[src/rtl/grid_memory_port_ctrl_if.sv]
// Request/response handshake bundle between a requester (master) and
// grid_memory_port_ctrl (slave).
interface grid_memory_port_ctrl_if #(
  parameter int unsigned ADDR_WIDTH = 10,
  parameter int unsigned DATA_WIDTH = 8
) ();
  logic                  req_valid;
  logic                  req_ready;
  logic                  req_we;
  logic [ADDR_WIDTH-1:0] req_addr;
  logic [DATA_WIDTH-1:0] req_wdata;
  logic                  rsp_valid;
  logic                  rsp_ready;
  logic [DATA_WIDTH-1:0] rsp_rdata;

  modport master (
    output req_valid, req_we, req_addr, req_wdata, rsp_ready,
    input  req_ready, rsp_valid, rsp_rdata
  );

  modport slave (
    input  req_valid, req_we, req_addr, req_wdata, rsp_ready,
    output req_ready, rsp_valid, rsp_rdata
  );
endinterface

[src/rtl/grid_memory_port_ctrl.sv]
// Front-end for the fabric memory tile: registered pin drive, in-order read
// responses through a credit-protected FIFO, and zero-fill of the whole tile.
module grid_memory_port_ctrl #(
  parameter int unsigned ADDR_WIDTH    = 10,
  parameter int unsigned DATA_WIDTH    = 8,
  parameter int unsigned RSP_DEPTH     = 4,
  parameter bit          INIT_ON_RESET = 1'b1
) (
  input  logic                  clk,
  input  logic                  rst_n,
  grid_memory_port_ctrl_if.slave bus,
  input  logic                  init_req,
  output logic                  init_busy,
  output logic [ADDR_WIDTH-1:0] mem_addr,
  output logic [DATA_WIDTH-1:0] mem_d_in,
  output logic                  mem_wen,
  input  logic [DATA_WIDTH-1:0] mem_d_out
);
  localparam int unsigned PW   = (RSP_DEPTH > 1) ? $clog2(RSP_DEPTH) : 1;
  localparam int unsigned CW   = $clog2(RSP_DEPTH + 1);
  localparam int unsigned UW   = CW + 1;
  localparam int unsigned CNTW = ADDR_WIDTH + 1;

  localparam logic [1:0] ST_INIT  = 2'd0;
  localparam logic [1:0] ST_RUN   = 2'd1;
  localparam logic [1:0] ST_DRAIN = 2'd2;
  localparam logic [1:0] ST_RESET = INIT_ON_RESET ? ST_INIT : ST_RUN;

  logic [1:0]            state_q, state_d;
  logic [CNTW-1:0]       init_cnt_q, init_cnt_d;
  logic [ADDR_WIDTH-1:0] mem_addr_q, mem_addr_d;
  logic [DATA_WIDTH-1:0] mem_d_in_q, mem_d_in_d;
  logic                  mem_wen_q, mem_wen_d;
  logic                  rd_s1_q, rd_s1_d;
  logic                  rd_s2_q;
  logic [DATA_WIDTH-1:0] fifo_q [RSP_DEPTH];
  logic [PW-1:0]         wr_ptr_q, wr_ptr_d, rd_ptr_q, rd_ptr_d;
  logic [CW-1:0]         cnt_q, cnt_d;
  logic [UW-1:0]         used;
  logic                  ready, accept, push, pop;

  // Credits cover reads still in the memory pipeline as well as queued data.
  assign used   = UW'(cnt_q) + UW'(rd_s1_q) + UW'(rd_s2_q);
  assign ready  = (state_q == ST_RUN) && (used < UW'(RSP_DEPTH));
  assign accept = bus.req_valid && ready;
  assign push   = rd_s2_q;
  assign pop    = bus.rsp_valid && bus.rsp_ready;

  assign bus.req_ready = ready;
  assign bus.rsp_valid = (cnt_q != '0);
  assign bus.rsp_rdata = fifo_q[rd_ptr_q];
  assign init_busy     = (state_q != ST_RUN);
  assign mem_addr      = mem_addr_q;
  assign mem_d_in      = mem_d_in_q;
  assign mem_wen       = mem_wen_q;

  always_comb begin
    state_d    = state_q;
    init_cnt_d = init_cnt_q;
    mem_addr_d = mem_addr_q;
    mem_d_in_d = mem_d_in_q;
    mem_wen_d  = 1'b0;
    rd_s1_d    = 1'b0;
    case (state_q)
      ST_INIT: begin
        // The extra counter bit marks that the last address has been written.
        if (init_cnt_q[ADDR_WIDTH]) begin
          state_d = ST_RUN;
        end else begin
          mem_addr_d = init_cnt_q[ADDR_WIDTH-1:0];
          mem_d_in_d = '0;
          mem_wen_d  = 1'b1;
          init_cnt_d = init_cnt_q + CNTW'(1);
        end
      end
      ST_RUN: begin
        if (accept) begin
          mem_addr_d = bus.req_addr;
          mem_wen_d  = bus.req_we;
          rd_s1_d    = !bus.req_we;
          if (bus.req_we) mem_d_in_d = bus.req_wdata;
        end
        if (init_req) state_d = ST_DRAIN;
      end
      ST_DRAIN: begin
        if (!rd_s1_q && !rd_s2_q) begin
          state_d    = ST_INIT;
          init_cnt_d = '0;
        end
      end
      default: state_d = ST_RESET;
    endcase
  end

  always_comb begin
    wr_ptr_d = wr_ptr_q;
    rd_ptr_d = rd_ptr_q;
    cnt_d    = cnt_q;
    if (push) wr_ptr_d = (wr_ptr_q == PW'(RSP_DEPTH - 1)) ? '0 : wr_ptr_q + PW'(1);
    if (pop)  rd_ptr_d = (rd_ptr_q == PW'(RSP_DEPTH - 1)) ? '0 : rd_ptr_q + PW'(1);
    case ({push, pop})
      2'b10:   cnt_d = cnt_q + CW'(1);
      2'b01:   cnt_d = cnt_q - CW'(1);
      default: cnt_d = cnt_q;
    endcase
  end

  always_ff @(posedge clk or negedge rst_n) begin
    if (!rst_n) begin
      state_q    <= ST_RESET;
      init_cnt_q <= '0;
      mem_addr_q <= '0;
      mem_d_in_q <= '0;
      mem_wen_q  <= 1'b0;
      rd_s1_q    <= 1'b0;
      rd_s2_q    <= 1'b0;
      wr_ptr_q   <= '0;
      rd_ptr_q   <= '0;
      cnt_q      <= '0;
    end else begin
      state_q    <= state_d;
      init_cnt_q <= init_cnt_d;
      mem_addr_q <= mem_addr_d;
      mem_d_in_q <= mem_d_in_d;
      mem_wen_q  <= mem_wen_d;
      rd_s1_q    <= rd_s1_d;
      rd_s2_q    <= rd_s1_q;
      wr_ptr_q   <= wr_ptr_d;
      rd_ptr_q   <= rd_ptr_d;
      cnt_q      <= cnt_d;
    end
  end

  always_ff @(posedge clk or negedge rst_n) begin
    if (!rst_n) begin
      for (int unsigned i = 0; i < RSP_DEPTH; i++) fifo_q[i] <= '0;
    end else if (push) begin
      fifo_q[wr_ptr_q] <= mem_d_out;
    end
  end

  a_no_overflow: assert property (@(posedge clk) disable iff (!rst_n)
    !(push && !pop && (cnt_q == CW'(RSP_DEPTH))));
endmodule

[src/flat_wrapper.sv]
// flat-port wrapper written by rule: the top's interface ports become plain ports
module grid_memory_port_ctrl_flat 
#(
  parameter int unsigned ADDR_WIDTH    = 10,
  parameter int unsigned DATA_WIDTH    = 8,
  parameter int unsigned RSP_DEPTH     = 4,
  parameter bit          INIT_ON_RESET = 1'b1
)
  (clk, rst_n, init_req, init_busy, mem_addr, mem_d_in, mem_wen, mem_d_out, bus_req_valid, bus_req_we, bus_req_addr, bus_req_wdata, bus_rsp_ready, bus_req_ready, bus_rsp_valid, bus_rsp_rdata);
  grid_memory_port_ctrl_if #(.ADDR_WIDTH(ADDR_WIDTH), .DATA_WIDTH(DATA_WIDTH)) bus_i ();
  input  logic clk;
  input  logic rst_n;
  input  logic init_req;
  output logic init_busy;
  output logic [ADDR_WIDTH-1:0] mem_addr;
  output logic [DATA_WIDTH-1:0] mem_d_in;
  output logic mem_wen;
  input  logic [DATA_WIDTH-1:0] mem_d_out;
  input wire logic [$bits(bus_i.req_valid)-1:0] bus_req_valid;
  input wire logic [$bits(bus_i.req_we)-1:0] bus_req_we;
  input wire logic [$bits(bus_i.req_addr)-1:0] bus_req_addr;
  input wire logic [$bits(bus_i.req_wdata)-1:0] bus_req_wdata;
  input wire logic [$bits(bus_i.rsp_ready)-1:0] bus_rsp_ready;
  output wire logic [$bits(bus_i.req_ready)-1:0] bus_req_ready;
  output wire logic [$bits(bus_i.rsp_valid)-1:0] bus_rsp_valid;
  output wire logic [$bits(bus_i.rsp_rdata)-1:0] bus_rsp_rdata;
  assign bus_i.req_valid = bus_req_valid;
  assign bus_i.req_we = bus_req_we;
  assign bus_i.req_addr = bus_req_addr;
  assign bus_i.req_wdata = bus_req_wdata;
  assign bus_i.rsp_ready = bus_rsp_ready;
  assign bus_req_ready = bus_i.req_ready;
  assign bus_rsp_valid = bus_i.rsp_valid;
  assign bus_rsp_rdata = bus_i.rsp_rdata;
  grid_memory_port_ctrl #(.ADDR_WIDTH(ADDR_WIDTH), .DATA_WIDTH(DATA_WIDTH), .RSP_DEPTH(RSP_DEPTH), .INIT_ON_RESET(INIT_ON_RESET)) u_core (.clk(clk), .rst_n(rst_n), .bus(bus_i), .init_req(init_req), .init_busy(init_busy), .mem_addr(mem_addr), .mem_d_in(mem_d_in), .mem_wen(mem_wen), .mem_d_out(mem_d_out));
endmodule
[config.mk]
export PLATFORM = sky130hd
export DESIGN_NAME = grid_memory_port_ctrl_flat
export DESIGN_NICKNAME = d
export VERILOG_FILES = /design/src/rtl/grid_memory_port_ctrl_if.sv /design/src/rtl/grid_memory_port_ctrl.sv /design/src/flat_wrapper.sv
export SDC_FILE = /design/constraint.sdc
export NUM_CORES = 1
export LEC_CHECK = 0
export CORE_MARGIN = 2
export CORE_UTILIZATION = 37
export DETAILED_ROUTE_END_ITERATION = 7
export GPL_ROUTABILITY_DRIVEN = 0
export PLACE_DENSITY = 0.67
export SLEW_MARGIN = 20
export SYNTH_ARGS = -nofsm -noshare
export SYNTH_HDL_FRONTEND = slang
export SYNTH_SLANG_ARGS = --single-unit
export TNS_END_PERCENT = 20
[constraint.sdc]
create_clock -name clk -period 2 [get_ports clk]
set_clock_uncertainty 0.2 [all_clocks]
set_input_delay 0.2 -clock clk [delete_from_list [all_inputs] [get_ports clk]]
set_output_delay 0.2 -clock clk [all_outputs]
set_load 0.1 [all_outputs]
# After elaboration in Yosys (flattened, before gate mapping)
# Cells that the tools add are included.
totals:
  register_bits: 73
  inputBits: 32
  output_inout_bits: 30
op_classes:
  addsub: 7
  magnitude_cmp: 4
  eq_ne: 13
  muxes: 28
  bitwise: 2
  n_reduce_logical: 18
ops:
  columns: ["op", "count"]
  rows:
  - ["2-to-1 mux 8 bit", 6]
  - ["bitwise mux 32 bit", 1]
  - ["2-to-1 mux 11 bit", 2]
  - ["one-hot mux 11 bit (2 select lines)", 1]
  - ["2-to-1 mux 10 bit", 2]
  - ["one-hot mux 10 bit (2 select lines)", 1]
  - ["binary-select mux 8 bit (select 2 bit)", 1]
  - ["demux 8 bit (select 2 bit)", 1]
  - ["one-hot mux 8 bit (2 select lines)", 1]
  - ["adder 11 x 1 -> 11 bit (second input constant)", 1]
  - ["2-to-1 mux 2 bit", 5]
  - ["AND reduction 3 bit", 3]
  - ["equality test 2 bit (second input constant)", 4]
  - ["inequality test 2 x 1 -> 1 bit (second input constant)", 4]
  - ["greater-or-equal comparator 3 bit (second input constant)", 2]
  - ["inequality test 2 bit (second input constant)", 3]
  - ["NOT 2 -> 3 bit", 2]
  - ["one-hot mux 2 bit (3 select lines)", 1]
  - ["one-hot mux 3 bit (2 select lines)", 1]
  - ["nonzero test 2 bit", 3]
  - ["logical AND 1 bit", 5]
  - ["adder 2 x 1 -> 2 bit (second input constant)", 2]
  - ["adder 3 x 1 -> 4 bit", 1]
  - ["adder 4 x 1 -> 4 bit", 1]
  - ["12 further kinds", 18]

# Depth between registers and ports, before layout
# Gate-level depths: netlist (run 1).
depth:
  ltp_word: 7
  ltp_mapped: 9
  ltp_nobuf: 9

# Worst setup path after synthesis (run 1)
# Ideal clock, no wire load.
synth_timing:
  path_type: "reg2reg"
  start: "register u_core.cnt_q[2]"
  end: "register u_core.cnt_q[2]"
  arrival_ns: 2.479
  required_ns: 1.721
  slack_ns: -0.758
  stages_incl_launch_ff: 10
  n_path_buf: 0
  cell_sequence: "dfrtp_1 -> or3_1 -> nand2_1 -> inv_1 -> ha_1 -> inv_1 -> fa_1 -> xor2_1 -> nor2_1 -> xor2_1"
synth_via:
  elab_chain_len: 4
  elab_cells_between_ends: 8
synth_rtl:
  columns: ["item", "line_no", "source"]
  rows:
  - ["start: declaration", "grid_memory_port_ctrl.sv:38", "logic [CW-1:0] cnt_q, cnt_d;"]
  - ["start signal: assignment", "grid_memory_port_ctrl.sv:130", "cnt_q <= cnt_d;"]
  - ["nonzero test 3 bit *", "grid_memory_port_ctrl.sv:50", "assign bus.rsp_valid = (cnt_q != '0);"]
  - ["net bus_rsp_valid", "flat_wrapper.sv:25", "output wire logic [$bits(bus_i.rsp_valid)-1:0] bus_rsp_valid;"]
  - ["logical AND 1 bit *", "grid_memory_port_ctrl.sv:47", "assign pop = bus.rsp_valid && bus.rsp_ready;"]
  - ["equality test 2 x 1 -> 1 bit / equality test 2 bit (equally long branches)", "grid_memory_port_ctrl.sv:101", "case ({push, pop})"]
  - ["one-hot mux 3 bit (2 select lines) / nonzero test 2 bit (equally long branches)", null, null]
# Mark *: on every way through the listed nets, which the timed path passes. The rest lies on a longest branch.
# A chain may end at the register's enable or synchronous reset.

# Final worst setup path (run 1)
layout_timing:
  start: "register u_core.cnt_q[0]"
  end: "output port bus_req_ready"
layout_via:
  elab_chain_len: 4
layout_rtl:
  columns: ["item", "line_no", "source"]
  rows:
  - ["adder 3 x 1 -> 4 bit", "grid_memory_port_ctrl.sv:43", "assign used = UW'(cnt_q) + UW'(rd_s1_q) + UW'(rd_s2_q);"]
  - ["adder 4 x 1 -> 4 bit", "grid_memory_port_ctrl.sv:43", null]
  - ["< comparator 4 x 3 -> 1 bit", "grid_memory_port_ctrl.sv:44", "assign ready = (state_q == ST_RUN) && (used < UW'(RSP_DEPTH));"]
  - ["logical AND 1 bit", "grid_memory_port_ctrl.sv:44", null]
  - ["end: declaration", "flat_wrapper.sv:24", "output wire logic [$bits(bus_i.req_ready)-1:0] bus_req_ready;"]
# No other way between the ends.

==> run metrics, run 1 <==
GRT Residual Overflow 0; CTS sink count between 70 and 80; top fanout value on the critical path 2; Design Power roughly 5 mW; Critical path origin u_core.cnt_q[0]$_DFFE_PN0P_; CTS clk-pin slew, worst paths ~0.08 ns; initial core utilization 0.377; Sw Share 0.342; fmax 465 MHz; Synth Flop Type dfrtp_1; reg2reg setup slack -0.06 ns; initial antenna violation count 0; number of enable flip-flop cells after synthesis 0; status finished with violations; DP Area roughly 4400 sq um; CORE AREA ~9100 sq um; Distinct cells, synth 38; H-tree levels 3; final slew viol count 0; Total Wirelength a little over 7 mm; CTS Buf Count 9; DR vias/cell 4.90; IO Port Bufs roughly 60; Antenna Nets Post-Route 0; RSZ-0062 raised after global routing yes; RR Startpoint u_core.cnt_q[0]$_DFFE_PN0P_; DR vias 2379; setup TNS -0.756 ns; commonest cells after routing, fill and taps aside 73 x dfrtp_1, 60 x nand2_1, 43 x mux2_2, 37 x buf_4, 30 x clkdlybuf4s50_1; Die Y 100 um; Synth Area per Inst 12.1 sq um; DRT Pass-1 Iters 4; Clock power frac 0.288; Seq pwr share 0.325; Arr. time, crit path 1.75 ns; Post-Syn Area between 3000 and 4000 sq um; CP Launch Type flop; Clock Path Buffers 2; full die area 10100 sq um; yosys warns 0; placed cell count between 400 and 500; Layout Utilization 0.517; NetSw between 1.5 and 2 mW; Clock Latency Late Sink roughly 0.34 ns; clk root buf clkbuf_8; CP endpoint kind output port; number of global-route vias before repair between 2000 and 3000; Rel. slew slack 0.690; commonest non-fill, non-tap cell in the layout dfrtp_1; Wirelength per Cell ~15 um; failing checks setup timing; HPWL after detailed placement roughly 4.9 mm; Worst Setup Path Type reg -> out; flops & latches, synth 73; Pwr per Cell Area 1080 nW/um^2; initial drt markers 70; Logic pwr share 0.387; Setup Viol. Count Final 14; largest net degree at the start of global routing 74; Internal Power roughly 3.3 mW; fin cells between 400 and 500; Final Cell Area roughly 4700 sq um; num rows 35; Die Wd ~100 um; total global-route track usage 0.150; nets@finish between 400 and 500; Tmin final around 2.2 ns; first-pass GRT wire length between 10 and 15 mm; DRC viols 0; worst hold path class in -> reg; Place WS -0.187 ns; Worst R2R End u_core.mem_addr[6]$_DFFE_PN0P_; ANT cells 0; Post-synth ARST share 1.00; Max-Cap Viols 0; sequential share of the synthesized area 0.532; Peak VDD IR 0.649 mV; syn nets 325; Hold Crit Depth 3; Worst Reg-to-Reg Cells 8; Hold WS around 0.21 ns; fraction of layout cells with a size suffix above 1 0.355; Post-Synthesis Cells around 280; Leakage 2.15 nW; Syn-to-layout area delta 37.2%; period utilization 1.08; worst hold start bus_req_wdata[5]; Worst EP required 1.60 ns; Boundary Pins just over 60; Final Hold Viols 0; CTS tree done; Final WS setup -0.151 ns; Worst Tran Pin Value ~0.47 ns; worst setup path end bus_req_ready
## synth_stat cells, types with 2 or more instances
library cell	number	area (sq um)
dfrtp_1	73	1830
nand2_1	61	229
mux2_2	43	484
nor2_1	12	45.0
mux2i_1	10	100
o21ai_0	10	50.1
ha_1	8	100
mux4_2	8	180
inv_1	7	26.3
clkbuf_1	5	18.8
nand3_1	4	20.0
nor3_1	4	20.0
or3_1	4	25.0
xnor2_1	4	35.0
xor2_1	3	26.3
a21o_1	2	15.0
a21oi_1	2	10.0
a22o_1	2	17.5
buf_2	2	10.0
buf_6	2	22.5
## worst max-delay path, cell delays in order, from the launching register on
cell	delay [ns]
dfrtp_1	0.40
buf_6	0.12
ha_4	0.19
a21o_1	0.17
a211oi_4	0.23
buf_6	0.14
buf_12	0.16
## layer usage
metal | share of wire | track usage | vias up
li1 | - | - | 1153
met1 | 0.47 | 0.199 | 1171
met2 | 0.48 | 0.243 | 45
met3 | 0.037 | 0.0251 | 10
met4 | 0.014 | 0.0685 | 0
met5 | 0 | 0 | -
## power by group through the flow
| stage | Sequential, mW | Clock, mW | Combinational (mW) |
|---|---|---|---|
| 2_1_floorplan | 1.64 | 0 | 1.17 |
| 3_3_place_gp | 1.66 | 0 | 1.88 |
| 3_5_place_dp | 1.67 | 0 | 1.90 |
| 4_1_cts | 1.64 | 1.50 | 1.98 |
| 5_1_grt | 1.66 | 1.55 | 2.05 |
| 6_report | 1.65 | 1.46 | 1.97 |
## layout make-up
| class | count | area [sq um] |
|---|---|---|
| inverter | 8 | 30.0 |
| timing repair buffer | 86 | 898 |
| tap | 111 | 139 |
| sequential | 73 | 1830 |
| fill | 818 | 4400 |
| clock buffer | 12 | 165 |
| multi-input combinational | 192 | 1550 |
| clock inverter | 4 | 97.6 |
## cell families after synthesis
kind of cell    after synthesis  synth area share
buf+inv                      19            0.0270
mux                          61             0.223
xor+xnor                      7            0.0179
simple gates                 93             0.117
fa+ha+maj                     9            0.0350
compound gates               22            0.0474
flops                        73             0.532
## state kept, by name, summed over array words and instances, names as in the netlist
name and flops:
u_core.cnt_q 3, u_core.wr_ptr_q 2, u_core.state_q 2, u_core.rd_s1_q 1, u_core.mem_d_in 8, u_core.rd_ptr_q 2
u_core.fifo_q 32, u_core.mem_addr 10, u_core.init_cnt_q 11, u_core.mem_wen 1, u_core.push 1
## how the worst min path moves through the flow
stage,endpoint,slack [ns]
floorplan,u_core.cnt_q[0]$_DFFE_PN0P_,-0.30
global route,u_core.mem_d_in[0]$_DFFE_PN0P_,0.21
finish,u_core.mem_d_in[5]$_DFFE_PN0P_,0.21
detailed placement,u_core.mem_addr[9]$_DFFE_PN0P_,0.06
global placement,u_core.mem_addr[9]$_DFFE_PN0P_,0.06
CTS,u_core.mem_d_in[5]$_DFFE_PN0P_,0.20
## repair_timing
action,in CTS,in global routing
pin swaps,8,1
hold buffers,1,0
gates resized for setup,13,0
hold endpoints to repair,73,0
endpoints found under the setup margin,26,29
setup buffers,2,0
(Power assumes the default switching activity.)
==> run 2, diff against run 1 <==
--- a/config.mk
+++ b/config.mk
@@ -7,6 +7,7 @@
 export LEC_CHECK = 0
 export CORE_MARGIN = 2
 export CORE_UTILIZATION = 37
+export CTS_BUF_LIST = sky130_fd_sc_hd__clkbuf_8
 export DETAILED_ROUTE_END_ITERATION = 7
 export GPL_ROUTABILITY_DRIVEN = 0
 export PLACE_DENSITY = 0.67
==> constraint.sdc (replaced) <==
create_clock -name clk -period 2 [get_ports clk]
set_clock_uncertainty 0.2 [all_clocks]
set_input_delay 0.2 -clock clk [delete_from_list [all_inputs] [get_ports clk]]
set_output_delay 0.2 -clock clk [all_outputs]
set_load 0.005 [all_outputs]
==> run 2 against run 1 <==
Net effect:
- the run still ends with setup timing left
- count of clock-buffer cells in the layout shrank 3
- first-iteration DRC count up 7.1%
- cell count rose by 1.0%
- power fell by 26%
- setup slack gained 0.13 ns
- utilization down 1.2 points
- largest power group is now sequential cells
- critical path depth increased by 1
- non-clock buffer count rose by 5
- final area decreased by 2.4%
- critical path type is now reg -> reg
- flip-flop and latch count is the same
==> run metrics, run 2 (synthesis gave the netlist of run 1 again) <==
Sw Share 0.268; CP endpoint kind flop; Peak VDD IR 0.402 mV; total global-route track usage 0.159; Internal Power roughly 2.7 mW; H-tree levels 3; Worst Setup Path Type reg -> reg; met2 Track Usage GR 0.267; commonest cells after routing, fill and taps aside 71 x dfrtp_1, 60 x nand2_1, 49 x clkdlybuf4s50_1, 43 x mux2_2, 17 x buf_4; first-pass GRT wire length ~13 mm; final slew viol count 0; Die Wd 100 um; NetSw 1.01 mW; GR peak layer met2; CTS Buf Count 9; Tmin final around 2.0 ns; DR vias approximately 2400; DRT Pass-1 Iters 4; Setup Viol. Count Final 12; CTS clk-pin slew, worst paths ~0.08 ns; CTS tree done; ANT cells 0; Worst EP required about 2.0 ns; met3 usage in global routing 0.0397; fmax 494 MHz; fin cells 491; Pwr per Cell Area 817 nW/um^2; commonest non-fill, non-tap cell in the layout dfrtp_1; num rows 35; Clock power frac 0.303; fill cell count approximately 820; top fanout value on the critical path 10; full die area slightly above 10000 sq um; GR met1 Demand/Resource 0.200; Syn-to-layout area delta 34.0%; initial drt markers 75; DR vias/cell about 5.0; reg2reg setup slack -0.02 ns; Rel. slew slack 0.688; Wirelength per Cell about 15 um; nets@finish roughly 420; initial antenna violation count 0; Arr. time, crit path between 2 and 2.5 ns; Clock Latency Late Sink about 0.35 ns; period utilization 1.01; Max-Cap Viols 0; placed cell count 466; max FFs per register 32; HPWL after detailed placement 5.28 mm; failing checks setup timing; Boundary Pins 62; number of global-route vias before repair 2646; CORE AREA ~9100 sq um; Logic pwr share 0.257; Final Hold Viols 0; initial core utilization 0.377; fraction of layout cells with a size suffix above 1 0.311; Antenna Nets Post-Route 0; DRC viols 0; Seq pwr share 0.440; Total Wirelength between 7 and 8 mm; Clock Path Buffers 2; Leakage about 2.1 nW; Final WS setup -0.0237 ns; CP Launch Type flop; Hold WS between 0.1 and 0.15 ns; GRT Residual Overflow 0; IO Port Bufs 61; Die Y 100 um; clk root buf clkbuf_8; Largest Register u_core.fifo_q; status finished with violations; CTS sink count between 70 and 80; Worst Tran Pin Value between 0.4 and 0.5 ns; worst hold path class in -> async; largest net degree at the start of global routing 38; RSZ-0062 raised after global routing yes
## run 2: final timing paths
kind / cells after the start / endpoint / startpoint
worst max-delay path: 7 / u_core.mem_addr[6]$_DFFE_PN0P_ / u_core.push$_DFF_PN0_
worst min-delay path: 2 / u_core.push$_DFF_PN0_ / rst_n
worst max register to register: 7 / u_core.mem_addr[6]$_DFFE_PN0P_ / u_core.push$_DFF_PN0_
worst min register to register: 1 / u_core.fifo_q[9]$_DFFE_PN0P_ / u_core.fifo_q[9]$_DFFE_PN0P_
max in group asynchronous: 3 / u_core.mem_d_in[7]$_DFFE_PN0P_ / rst_n
min in group clk: 3 / u_core.mem_d_in[2]$_DFFE_PN0P_ / bus_req_wdata[2]
## run 2: repair_timing
| action | 4_1_cts | 5_1_grt |
|---|---|---|
| buffers inserted | 8 | 2 |
| cloned | 0 | 0 |
| resized for setup | 46 | 6 |
| endpoints found under the hold margin | 34 | 0 |
| hold buffers | 1 | 0 |
| pin swaps | 4 | 0 |
| setup endpoints to repair | 30 | 32 |
## run 2: cell type report
cell class / instances / area, sq um / area share
tap: 111 / 139 / 0.0302
multi-input combinational: 192 / 1540 / 0.336
timing repair buffer: 91 / 861 / 0.187
sequential: 73 / 1830 / 0.398
inverter: 8 / 30.0 / 0.00653
clock inverter: 7 / 68.8 / 0.0150
clock buffer: 9 / 124 / 0.0270
## run 2: power by group through the flow
stage               clock network (mW)  logic [mW]  registers, mW
floorplan                            0       0.456           1.64
global placement                     0       0.880           1.67
detailed placement                   0       0.905           1.68
CTS                               1.17       0.986           1.65
global route                      1.23        1.06           1.67
finish                            1.14       0.964           1.65
## run 2: critical path, stage by stage, from the launching register on
cell	delay, ns
dfrtp_1	0.39
ha_1	0.30
a21o_1	0.18
a211oi_4	0.22
buf_6	0.14
a21oi_4	0.06
buf_12	0.16
mux2_2	0.26
## run 2: metal layers
| metal | vias up | share of wire |
|---|---|---|
| met5 | - | 0 |
| met4 | 0 | 0.014 |
| met3 | 10 | 0.038 |
| met2 | 44 | 0.52 |
| met1 | 1223 | 0.43 |
| li1 | 1163 | - |
## run 2: metrics by stage
step / setup slack, ns / area [sq um] / utilization / power [mW] / setup TNS (ns)
finish: -0.0237 / 4600 / 0.505 / 3.76 / -0.178
global placement: -0.0709 / 4310 / 0.473 / 2.55 / -0.746
detailed placement: -0.105 / 4310 / 0.473 / 2.58 / -1.16
CTS: -0.0366 / 4580 / 0.503 / 3.81 / -0.357
global route: -0.101 / 4600 / 0.505 / 3.96 / -1.62
floorplan: 0.00681 / 3450 / - / 2.10 / 0
